--- src/rtl/tlb_miss_queue.sv ---
// Collects code/data TLB misses into a small FIFO, drops duplicate pages and
// feeds the page-table walker one walk at a time.
module tlb_miss_queue #(
   parameter int DEPTH = 4,
   parameter int CNT_W = 3
) (
   input  logic             clk,
   input  logic             rst,
   input  logic             except,
   input  logic             i_req_en,
   input  logic [47:0]      i_req_addr,
   input  logic [3:0]       i_req_attr,
   output logic             i_req_can,
   input  logic             d_req_en,
   input  logic [47:0]      d_req_addr,
   input  logic [3:0]       d_req_attr,
   input  logic             d_req_indir,
   input  logic             d_req_inv,
   output logic             d_req_can,
   output logic             new_en,
   input  logic             new_can,
   output logic [47:0]      new_addr,
   output logic [3:0]       new_attr,
   output logic             new_indir,
   output logic             new_inv,
   output logic             new_permReq,
   input  logic             walk_done,
   output logic             busy,
   output logic [CNT_W-1:0] count
);
   localparam int PTR_W = $clog2(DEPTH);
   localparam int KEY_W = 40;
   localparam logic [CNT_W-1:0] FULL_C = CNT_W'(DEPTH);
   localparam logic [CNT_W-1:0] DLIM_C = CNT_W'(DEPTH - 1);

   // Page-granular key: two misses to the same 16 KiB page with identical attributes merge.
   function automatic logic [KEY_W-1:0] make_key(input logic [47:0] addr, input logic [3:0] attr,
                                                 input logic perm, input logic inv);
      return {addr[47:14], attr, perm, inv};
   endfunction

   logic [47:0]      addr_mem  [DEPTH];
   logic [3:0]       attr_mem  [DEPTH];
   logic             indir_mem [DEPTH];
   logic             inv_mem   [DEPTH];
   logic             perm_mem  [DEPTH];

   logic [DEPTH-1:0] valid_reg, valid_next;
   logic [PTR_W-1:0] head_reg, tail_reg, d_ptr;
   logic [CNT_W-1:0] count_reg, count_next;
   logic             in_flight_reg, in_flight_next;
   logic [KEY_W-1:0] fl_key_reg;
   logic             new_en_reg, new_en_next;
   logic             busy_reg;
   logic [47:0]      new_addr_reg;
   logic [3:0]       new_attr_reg;
   logic             new_indir_reg, new_inv_reg, new_perm_reg;

   logic [KEY_W-1:0] i_key, d_key, head_key;
   logic [DEPTH-1:0] i_hit, d_hit;
   logic             i_ok, i_acc, d_acc, accept, head_valid;

   assign i_key      = make_key(i_req_addr, i_req_attr, 1'b1, 1'b0);
   assign d_key      = make_key(d_req_addr, d_req_attr, 1'b0, d_req_inv);
   assign head_valid = valid_reg[head_reg];
   assign head_key   = make_key(addr_mem[head_reg], attr_mem[head_reg],
                                perm_mem[head_reg], inv_mem[head_reg]);

   generate
      for (genvar gi = 0; gi < DEPTH; gi++) begin : g_match
         logic [KEY_W-1:0] entry_key;
         assign entry_key = make_key(addr_mem[gi], attr_mem[gi], perm_mem[gi], inv_mem[gi]);
         assign i_hit[gi] = valid_reg[gi] && (entry_key == i_key);
         assign d_hit[gi] = valid_reg[gi] && (entry_key == d_key);
      end
   endgenerate

   assign i_req_can = (count_reg < FULL_C);
   assign d_req_can = (count_reg < DLIM_C);
   assign accept    = new_en_reg && new_can;

   // A code miss that is presented (even if itself a duplicate) suppresses an equal data miss.
   assign i_ok  = i_req_en && i_req_can && !except;
   assign i_acc = i_ok && !(|i_hit) && !(in_flight_reg && (fl_key_reg == i_key));
   assign d_acc = d_req_en && d_req_can && !except && !(|d_hit)
                  && !(in_flight_reg && (fl_key_reg == d_key))
                  && !(i_ok && (i_key == d_key));
   assign d_ptr = tail_reg + PTR_W'(i_acc);

   always_comb begin
      valid_next = valid_reg;
      if (accept)
         valid_next[head_reg] = 1'b0;
      if (i_acc)
         valid_next[tail_reg] = 1'b1;
      if (d_acc)
         valid_next[d_ptr] = 1'b1;
      if (except)
         valid_next = '0;
   end

   always_comb begin
      count_next = count_reg + CNT_W'(i_acc) + CNT_W'(d_acc) - CNT_W'(accept);
      if (except)
         count_next = '0;
   end

   assign in_flight_next = accept || (in_flight_reg && !walk_done);
   assign new_en_next    = head_valid && !in_flight_reg && !accept && !except;

   always_ff @(posedge clk) begin
      if (i_acc) begin
         addr_mem[tail_reg]  <= i_req_addr;
         attr_mem[tail_reg]  <= i_req_attr;
         indir_mem[tail_reg] <= 1'b0;
         inv_mem[tail_reg]   <= 1'b0;
         perm_mem[tail_reg]  <= 1'b1;
      end
      if (d_acc) begin
         addr_mem[d_ptr]  <= d_req_addr;
         attr_mem[d_ptr]  <= d_req_attr;
         indir_mem[d_ptr] <= d_req_indir;
         inv_mem[d_ptr]   <= d_req_inv;
         perm_mem[d_ptr]  <= 1'b0;
      end
   end

   always_ff @(posedge clk or negedge rst) begin
      if (!rst) begin
         valid_reg     <= '0;
         head_reg      <= '0;
         tail_reg      <= '0;
         count_reg     <= '0;
         in_flight_reg <= 1'b0;
         fl_key_reg    <= '0;
         new_en_reg    <= 1'b0;
         busy_reg      <= 1'b0;
         new_addr_reg  <= '0;
         new_attr_reg  <= '0;
         new_indir_reg <= 1'b0;
         new_inv_reg   <= 1'b0;
         new_perm_reg  <= 1'b0;
      end else begin
         valid_reg     <= valid_next;
         count_reg     <= count_next;
         in_flight_reg <= in_flight_next;
         busy_reg      <= (count_next != '0) || in_flight_next;
         new_en_reg    <= new_en_next;
         if (accept)
            fl_key_reg <= head_key;
         if (except) begin
            head_reg <= '0;
            tail_reg <= '0;
         end else begin
            head_reg <= head_reg + PTR_W'(accept);
            tail_reg <= tail_reg + PTR_W'(i_acc) + PTR_W'(d_acc);
         end
         // Head cannot change while new_en is high, so reloading keeps the fields stable.
         if (new_en_next) begin
            new_addr_reg  <= addr_mem[head_reg];
            new_attr_reg  <= attr_mem[head_reg];
            new_indir_reg <= indir_mem[head_reg];
            new_inv_reg   <= inv_mem[head_reg];
            new_perm_reg  <= perm_mem[head_reg];
         end
      end
   end

   assign new_en      = new_en_reg;
   assign new_addr    = new_addr_reg;
   assign new_attr    = new_attr_reg;
   assign new_indir   = new_indir_reg;
   assign new_inv     = new_inv_reg;
   assign new_permReq = new_perm_reg;
   assign busy        = busy_reg;
   assign count       = count_reg;

endmodule

--- config.mk ---
export PLATFORM = sky130hd
export DESIGN_NAME = tlb_miss_queue
export DESIGN_NICKNAME = d
export VERILOG_FILES = /design/src/rtl/tlb_miss_queue.sv
export SDC_FILE = /design/constraint.sdc
export NUM_CORES = 1
export LEC_CHECK = 0
export CAP_MARGIN = 20
export CORE_MARGIN = 10
export CORE_UTILIZATION = 53
export CTS_CLUSTER_DIAMETER = 50
export DETAILED_ROUTE_END_ITERATION = 8
export PLACE_DENSITY = 0.77
export SKIP_LAST_GASP = 1
export SYNTH_ARGS = -nofsm -noshare
export SYNTH_HDL_FRONTEND = slang
export SYNTH_SLANG_ARGS = --single-unit
--- constraint.sdc ---
create_clock -name clk -period 4.1 [get_ports clk]
set_input_delay 0.82 -clock clk [delete_from_list [all_inputs] [get_ports clk]]
set_output_delay 0.82 -clock clk [all_outputs]
set_load 0.05 [all_outputs]
* Word-level counts from Yosys, hierarchy flattened
Memories as Yosys holds them, arrays and structs flattened. A register that Yosys moved wholly into a read port is not among the register bits.
Cells that the tools add are included.
** Operators by class
- $lt $le $gt $ge :: 8
- Reduce and logical (&&, ||, !) cells :: 40
- Equality and inequality tests :: 10
- Bitwise gates (word level) :: 4
- Mux-type cells :: 19
- Div/mod/pow operators :: 0
- Multipliers :: 0
- Shift operators :: 0
- Add/sub/neg operators :: 6
** Operators with widths (number)
- 40-bit equality test :: 10
- 1-bit logical AND :: 26
- 4-bit two-way mux :: 4
- 1-bit logical NOT :: 9
- 2-bit by 3-bit < comparator with 1-bit output (second input constant) :: 3
- 1-bit two-way mux :: 8
- 4-bit OR :: 2
- 4-bit OR reduction :: 2
- 2-bit by 1-bit adder with 2-bit output :: 3
- 3-bit by 1-bit adder with 3-bit output :: 2
- 1-bit demux with 2-bit select :: 3
- 2-bit by 1-bit greater-or-equal comparator with 1-bit output (second input constant) :: 3
- 4-bit AND :: 1
- 2-bit two-way mux :: 2
- 4-bit inverter :: 1
- 3-bit by 2-bit < comparator with 1-bit output (second input constant) :: 1
- 3-bit < comparator (second input constant) :: 1
- 3-bit two-way mux :: 1
- 3-bit nonzero test :: 1
- 3-bit by 1-bit subtractor with 3-bit output :: 1
- 1-bit binary-select mux with 2-bit select :: 1
- 1-bit logical OR :: 2
** Storage, ports and cells
- Bits in latches :: 0
- Output and inout bits :: 62
- ROM bits :: 0
- Input port bits :: 113
- Logic and storage cells :: 104
- RAM bits :: 220
- Flip-flop bits (word level) :: 108
- Memories :: 5
** Memory list
- addr_mem :: depth 4, bits a word 48, read ports 5, clocked after memory_dff 0, wr ports 2, RTL line 42 : logic [47:0] addr_mem [DEPTH];
- attr_mem :: depth 4, bits a word 4, read ports 5, clocked after memory_dff 0, wr ports 2, RTL line 43 : logic [3:0] attr_mem [DEPTH];
- indir_mem :: depth 4, bits a word 1, read ports 1, clocked after memory_dff 1, wr ports 2, RTL line 44 : logic indir_mem [DEPTH];
- inv_mem :: depth 4, bits a word 1, read ports 5, clocked after memory_dff 0, wr ports 2, RTL line 45 : logic inv_mem [DEPTH];
- perm_mem :: depth 4, bits a word 1, read ports 5, clocked after memory_dff 0, wr ports 2, RTL line 46 : logic perm_mem [DEPTH];

* Logic depth before layout (Yosys ltp)
An unclocked memory read counts as a cell.
- Depth after elaboration :: 15
- Gate-level depth with buffers :: 15
- Gate-level depth less buffers :: 14

* Worst setup path before layout
Ideal clock, no wire load.
- Path type :: in2reg
- From :: in i_req_addr[43]
- To :: mem addr_mem[3][0], enable pin
- Data arrival time :: 4.302 ns
- Slack :: -0.615 ns
- Setup time :: 0.413 ns
- Data required time :: 3.687 ns
- Stages on the path :: 13
- Path buffers :: 3
- Path through :: buf_2 -> xor2_1 -> or4_1 -> nor4_1 -> nor4_1 -> nand2_1 -> inv_1 -> ha_1 -> xor2_1 -> nand4_1 -> buf_4 -> buf_4 -> nand2_1
** RTL lines
- start, declared :: RTL line 11 : input logic [47:0] i_req_addr,
- end, declared :: RTL line 42

==> metrics.yaml <==
status:
  status: "finished with violations"
  violations: "negative setup slack"
global_routing:
  globalRouteOverflowTotal: 0
  top_usage_layer: "met2"
  grt_pass1_wl_mm: 113
  grt_use_met1_pct: 46.1
  met2_usage_pct: 52.8
  grtUsageTotal_pct: 33.8
  use_met3_pct: 5.84
  grt_pass1_vias: 15400
  antenna_found_initial: 1
  grt_max_degree: 85
synth:
  synth_top_area_cell: "edfxtp_1"
  async_flop_share_pct: 33.1
  yosysWarnings: 0
  seq_area_frac_synth_pct: 46.6
  synth_seq_cells: 329
  synth.most_common_cell: "xor2_1"
  synth_ff_type: "edfxtp_1"
  synth_top_area_share_pct: 32.5
  yosys.cell_types.count: 43
  syn_avg_cell_area_sq_um: 13.2
  syn_area_sq_um: 20000
  synth_edf_count: 216
  synth_nets: 1636
  yosys-top-cells-count: "322 x xor2_1, 216 x edfxtp_1, 150 x mux2_2, 132 x nand2_1, 109 x dfrtp_1"
  syn_inst: 1516
  synth.area.top_cells: "edfxtp_1 33%, xor2_1 14%, dfrtp_1 14%"
routing:
  viasPerCell: 6.02
  wire_per_inst_microns: 31.7
  drtAntennaViolNets: 0
  routed_wl_mm: 80.2
  vias: 15200
  drc: 0
  drt_pre_antenna_iters: 6
  drt_iter0_drc: 1898
timing:
  hold_violations: 0
  timing.final.crit_period_ns: 4.21
  tightest_slew_ns: 0.918
  finClkSkew_ns: 0.0325
  setup_viol: 59
  max_freq_mhz: 238
  rsz0062_at_grt: "yes"
  finalMaxSlewViolations: 0
  fin_ws_ns: -0.108
  period_share_pct: 103
  hold_ws_ns: 0.346
  maxSlewHeadroom_pct: 38.8
place:
  dp_hpwl_mm: 60.0
  place.gp.congestion: 1.07
  dpl.cell_count: 2428
  port_buffers: 174
  place_area_sq_um: 24600
finish:
  finish.instance_area_sq_um: 26700
  fin_cells: 2531
  finish.utilization_pct: 71.4
  syn2layout_area_growth_pct: 33.8
  antenna_cells: 0
  largest_reg_flops: 192
  drive_above_1_share_pct: 39.9
  nNetsFinal: 2104
  nFillCells: 2575
worst_setup_path:
  worstSetupStartpointType: "input port"
  crit_arrival_ns: 4.53
  cp.required_ns: 4.42
  crit_type: "input port to register"
  crit_fanout: 8
  worstSetupEndpointType: "register"
clock_tree:
  path_clk_slew_ns: 0.06
  clk_latency_ns: 0.60
  cts_tree: "built"
  clk_path_buf_depth: 3
  clock_sinks: 329
  h-tree-depth: 2
  holdBufCountCts: 0
  cts_made_buffers: 44
  root_buffer: "clkbuf_16"
power:
  power.density_nw_per_um2: 584
  irDropWorstVdd_v: 0.000530
  leakage_nw: 10.9
floorplanning:
  core.rowCount: 71
  die_y_microns: 214
  dieArea_sq_um: 45800
  core-area_sq_um: 37400
  start_util_pct: 53.3
  die_x_microns: 214
  ioPinCount: 175
flow_run:
  cap_violations: 0
worst_hold_path:
  hold_path_class: "input port to asynchronous set/reset pin"
[area by class of cell]
cell class	count	area, sq um	share of cell area [%]
multi-input cells	1039	10100	37.8
inverters	18	67.6	0.253
flip-flops and latches	329	9300	34.8
repair buffers	552	5150	19.3
clock buffers	57	1200	4.50
well taps	511	639	2.40
clock inverters	25	258	0.966
[layout by cell type, fill, tap and decap left out, types with 4 or more instances in the layout]
master           instances
nor4_2                  11
dfxtp_1                  4
clkbuf_16               50
a31oi_1                  4
inv_1                   16
xnor2_1                 53
nand3_1                 10
xor2_1                 321
mux2_4                  98
clkbuf_1                 9
dlygate4sd2_1            7
buf_6                    6
nand2_1                126
xnor2_2                  9
buf_16                   4
buf_12                  28
ha_1                     4
nor2_1                  17
buf_4                  334
nand2_2                  5
edfxtp_1               216
mux2_1                  15
clkinv_2                 6
clkdlybuf4s50_1        164
mux4_2                  56
mux2_2                 150
nor4_4                   8
inv_6                    9
nor3_1                   9
nor4_1                  64
nand4_1                 37
dfrtp_1                107
a21oi_1                  4
[worst paths after layout]
| path | startpoint | endpoint | cells after the start | slack (ns) |
|---|---|---|---|---|
| worst max-delay path | i_req_addr[44] | addr_mem[0][47] | 17 | -0.11 |
| worst min-delay path | rst | new_addr[38] | 1 | 0.35 |
| worst max register to register | fl_key_reg[18] | addr_mem[0][47] | 15 | 0.22 |
| worst min register to register | perm_mem[0] | perm_mem[0] | 2 | 0.49 |
| max in group asynchronous | rst | fl_key_reg[6] | 2 | 2.91 |
| min in group clk | perm_mem[0] | perm_mem[0] | 2 | 0.49 |
[where the power goes]
| group | switching (mW) | total (mW) | leakage (nW) | internal (mW) |
|---|---|---|---|---|
| Combinational | 3.68 | 6.41 | 6.79 | 2.73 |
| Sequential | 0.769 | 5.26 | 3.35 | 4.49 |
| Clock | 1.60 | 3.90 | 0.716 | 2.30 |
[worst max-delay path, cell delays in order]
cell	delay, ns
clkdlybuf4s50_1	0.56
buf_4	0.23
xor2_1	0.17
nor4_2	0.32
nand4_1	0.25
nor3_2	0.31
nor4_4	0.07
buf_4	0.18
nand2_2	0.09
inv_1	0.05
ha_2	0.20
xor2_2	0.20
nor2_2	0.13
and3_4	0.23
buf_12	0.17
buf_16	0.17
mux2_2	0.34
[layer usage]
| layer | vias up | wire, microns |
|---|---|---|
| li1 | 6399 | - |
| met1 | 7801 | 32800 |
| met2 | 859 | 36800 |
| met3 | 171 | 7070 |
| met4 | 2 | 3550 |
| met5 | - | 13 |
[cells by family after synthesis]
family,share of synthesized area [%]
multiplexers,23.0
AO/OA/AOI/OAI,0.646
XOR/XNOR,16.9
adder cells (fa/ha/maj),0.514
buffers and inverters,4.50
flip-flops,46.6
AND/OR/NAND/NOR,7.85
[metrics by stage]
stage,setup WS [ns],setup TNS (ns),total power [mW]
global route,-0.136,-4.69,16.0
global placement,-1.17,-369.65,11.2
detailed placement,-1.21,-407.64,11.3
CTS,-0.0279,-0.0532,15.4
floorplan,0.0207,0,8.44
finish,-0.108,-3.90,15.6
[repair_timing]
| action | in CTS | in global routing |
|---|---|---|
| resized for setup | 34 | 27 |
| pin swaps | 10 | 13 |
| cloned | 2 | 7 |
| setup buffers | 6 | 7 |
| endpoints found under the setup margin | 431 | 198 |
Note: power is estimated with default switching activity, not from simulation.
==> RTL edit (config.mk and constraints unchanged) <==
Register the output `count` once more, cleared by the reset; this adds one clock of latency there. The other outputs are not delayed to match.
--- a/src/rtl/tlb_miss_queue.sv
+++ b/src/rtl/tlb_miss_queue.sv
@@ -174,5 +174,11 @@
    assign new_permReq = new_perm_reg;
    assign busy        = busy_reg;
-   assign count       = count_reg;
+   always_ff @(posedge clk or negedge rst) begin
+      if (!rst) begin
+         count <= '0;
+      end else begin
+         count <= count_reg;
+      end
+   end
 
 endmodule
Behaviour: not the same (Yosys sat finds a counterexample within 4 cycles, from zero or initial values and one cycle with rst low).
==> RTL edit against the unedited design <==
Clock skew is 15 ps lower; non-clock buffer count shrank 7; design area decreased by 1.3%; die area shrank 2.1%; register-to-register slack better by 130 ps; final cell count shrank 4.9%; synthesized cell count fell by 5.3%; worst setup slack better by 170 ps; sequential cell count increased by 3; routed wire length shrank 1.5%; total power increased by 0.94%; area after synthesis decreased by 2.4%; worst hold slack worse by 100 ps; critical endpoint is now addr_mem[0][21]; largest power group unchanged.
==> RTL edit: results (changes against the unedited design) <==
- **distinct cell type count after synthesis** 48, +12%
- **synth cell count leaders** 314 x xnor2_1, 216 x edfxtp_1, 214 x mux2_2
- **Routed WL per cell** 32.8 um, +3.5%
- **Post-CTS Hold Fix Bufs** 0, unchanged
- **Critical Path Fanout Max** 9, +1
- **number of antenna violations at the first check in global routing** 3, +2
- **Via density** 6.18, +2.8%
- **largest vdd supply drop** 0.000650 V, +23%
- **Yosys warning total** 0, unchanged
- **CTS Root Cell** clkbuf_16
- **number of global-route vias before repair** 15100, -2.0%
- **count of fill cells added during filler insertion** 2423, -5.9%
- **result of the run** complete, no violations
- **Initial DRT Pass Iterations** 7, +1
- **Static Leak** 9.78 nW, -10%
- **P_int** 9.79 mW, +2.8%
- **sequential share of the synthesized area** 48.1%, +1.5 points
- **final weighted congestion of routability-driven global placement** 1.08, +0.99%
- **estimated wirelength of the detail-placed design** 58700 um, -2.1%
- **slowest cell delay on critical path** 400 ps, -160 ps
- **main area contributors after synthesis** edfxtp_1 33%, dfrtp_1 14%, xnor2_1 14%, mux2_2 12%, mux4_2 6.5%
- **clock skew** 17.8 ps, -14.7 ps
- **max_slew headroom** 25.9%, -13 points
- **Post-layout nets** 2023, -3.8%
- **share of layout cells above drive strength 1** 39.8%, -0.089 points
- **wire length of the first global-routing pass** 111000 um, -1.8%
- **signal arrival time at the worst endpoint** 4330 ps, -200 ps
- **global router's overall resource usage** 34.8%, +1.0 points
- **pin count of the biggest net entering global routing** 69, -19%
- **share of synthesized registers carrying an async set or reset** 33.7%, +0.60 points
- **pre-CTS WS** -840 ps, +366 ps
- **H-tree Lvls** 2, unchanged
- **drt first-iter violations** 2024, +6.6%
- **cell family with most CP delay** buffers and inverters
- **source-to-sink clock delay at the later pin of the worst-skew pair** 580 ps, -20 ps
[RTL edit: what timing repair did]
action,in CTS,in global routing
buffers inserted,5,7
cloned,2,4
hold endpoints to repair,0,0
pin swaps,10,20
endpoints found under the setup margin,418,405
resized for setup,30,51
[RTL edit: layout make-up]
class                           instances  area (um2)  share of cell area (%)
Clock inverter                         22         231                   0.879
Sequential cell                       332        9370                    35.6
Tap cell                              468         586                    2.22
Inverter                               19        71.3                   0.271
Antenna cell                            1        2.50                 0.00950
Clock buffer                           60        1290                    4.88
Multi-Input combinational cell        961        9810                    37.2
Timing Repair Buffer                  545        4980                    18.9
[RTL edit: cell families (layout without fill, tap and decap cells)]
kind of cell               after synthesis  in the layout  synth area share [%]
xor gates and xnor gates               383            383                  17.2
other                                    0              1                     0
AOI/OAI and AO/OA                       24             24                 0.938
buffers and inverters                  143            646                  3.52
muxes                                  357            357                  23.9
and+or+nand+nor                        190            190                  5.83
adders and majority gates                7              7                 0.527
DFF                                    332            332                  48.1
[RTL edit: power groups by stage]
stage                     clock network, mW  registers (mW)  logic (mW)
final                                  4.00            5.28        6.44
after global routing                   4.16            5.37        6.61
after CTS                              4.03            5.26        6.20
after detailed placement                  0            5.31        6.05
after global placement                    0            5.27        5.98
after floorplan                           0            6.12        2.31
[RTL edit: layer usage]
metal | GRT usage [%] | vias up | wire [um] | share of wire (%)
met2 | 56.5 | 883 | 37800 | 48
met5 | 0 | - | 13 | 0.016
met1 | 46.1 | 7640 | 30700 | 39
li1 | - | 6215 | - | -
met3 | 6.83 | 151 | 7450 | 9.4
met4 | 11.4 | 2 | 3000 | 3.8
[RTL edit: metrics by stage]
stage / instances / hold WS [ps] / area [um2] / utilization [%]
floorplan: 1436 / 375 / 19500 / -
global route: 2407 / 317 / 26300 / 72.3
global placement: 2309 / 406 / 24100 / 66.3
finish: 2408 / 246 / 26300 / 72.3
detailed placement: 2309 / 415 / 24100 / 66.3
CTS: 2398 / 285 / 25900 / 71.1
[RTL edit: path summary, 6_finish.rpt]
check	end	depth (start not counted)	startpoint	slack, ps
worst max register to register	addr_mem[0][21]	17	addr_mem[3][46]	350
worst min-delay path	new_addr[33]	1	rst	250
min in group clk	count[2]	0	count_reg[2]	430
worst min register to register	count[2]	0	count_reg[2]	430
max in group asynchronous	fl_key_reg[11]	2	rst	3100
worst max-delay path	addr_mem[0][21]	20	i_req_addr[32]	60
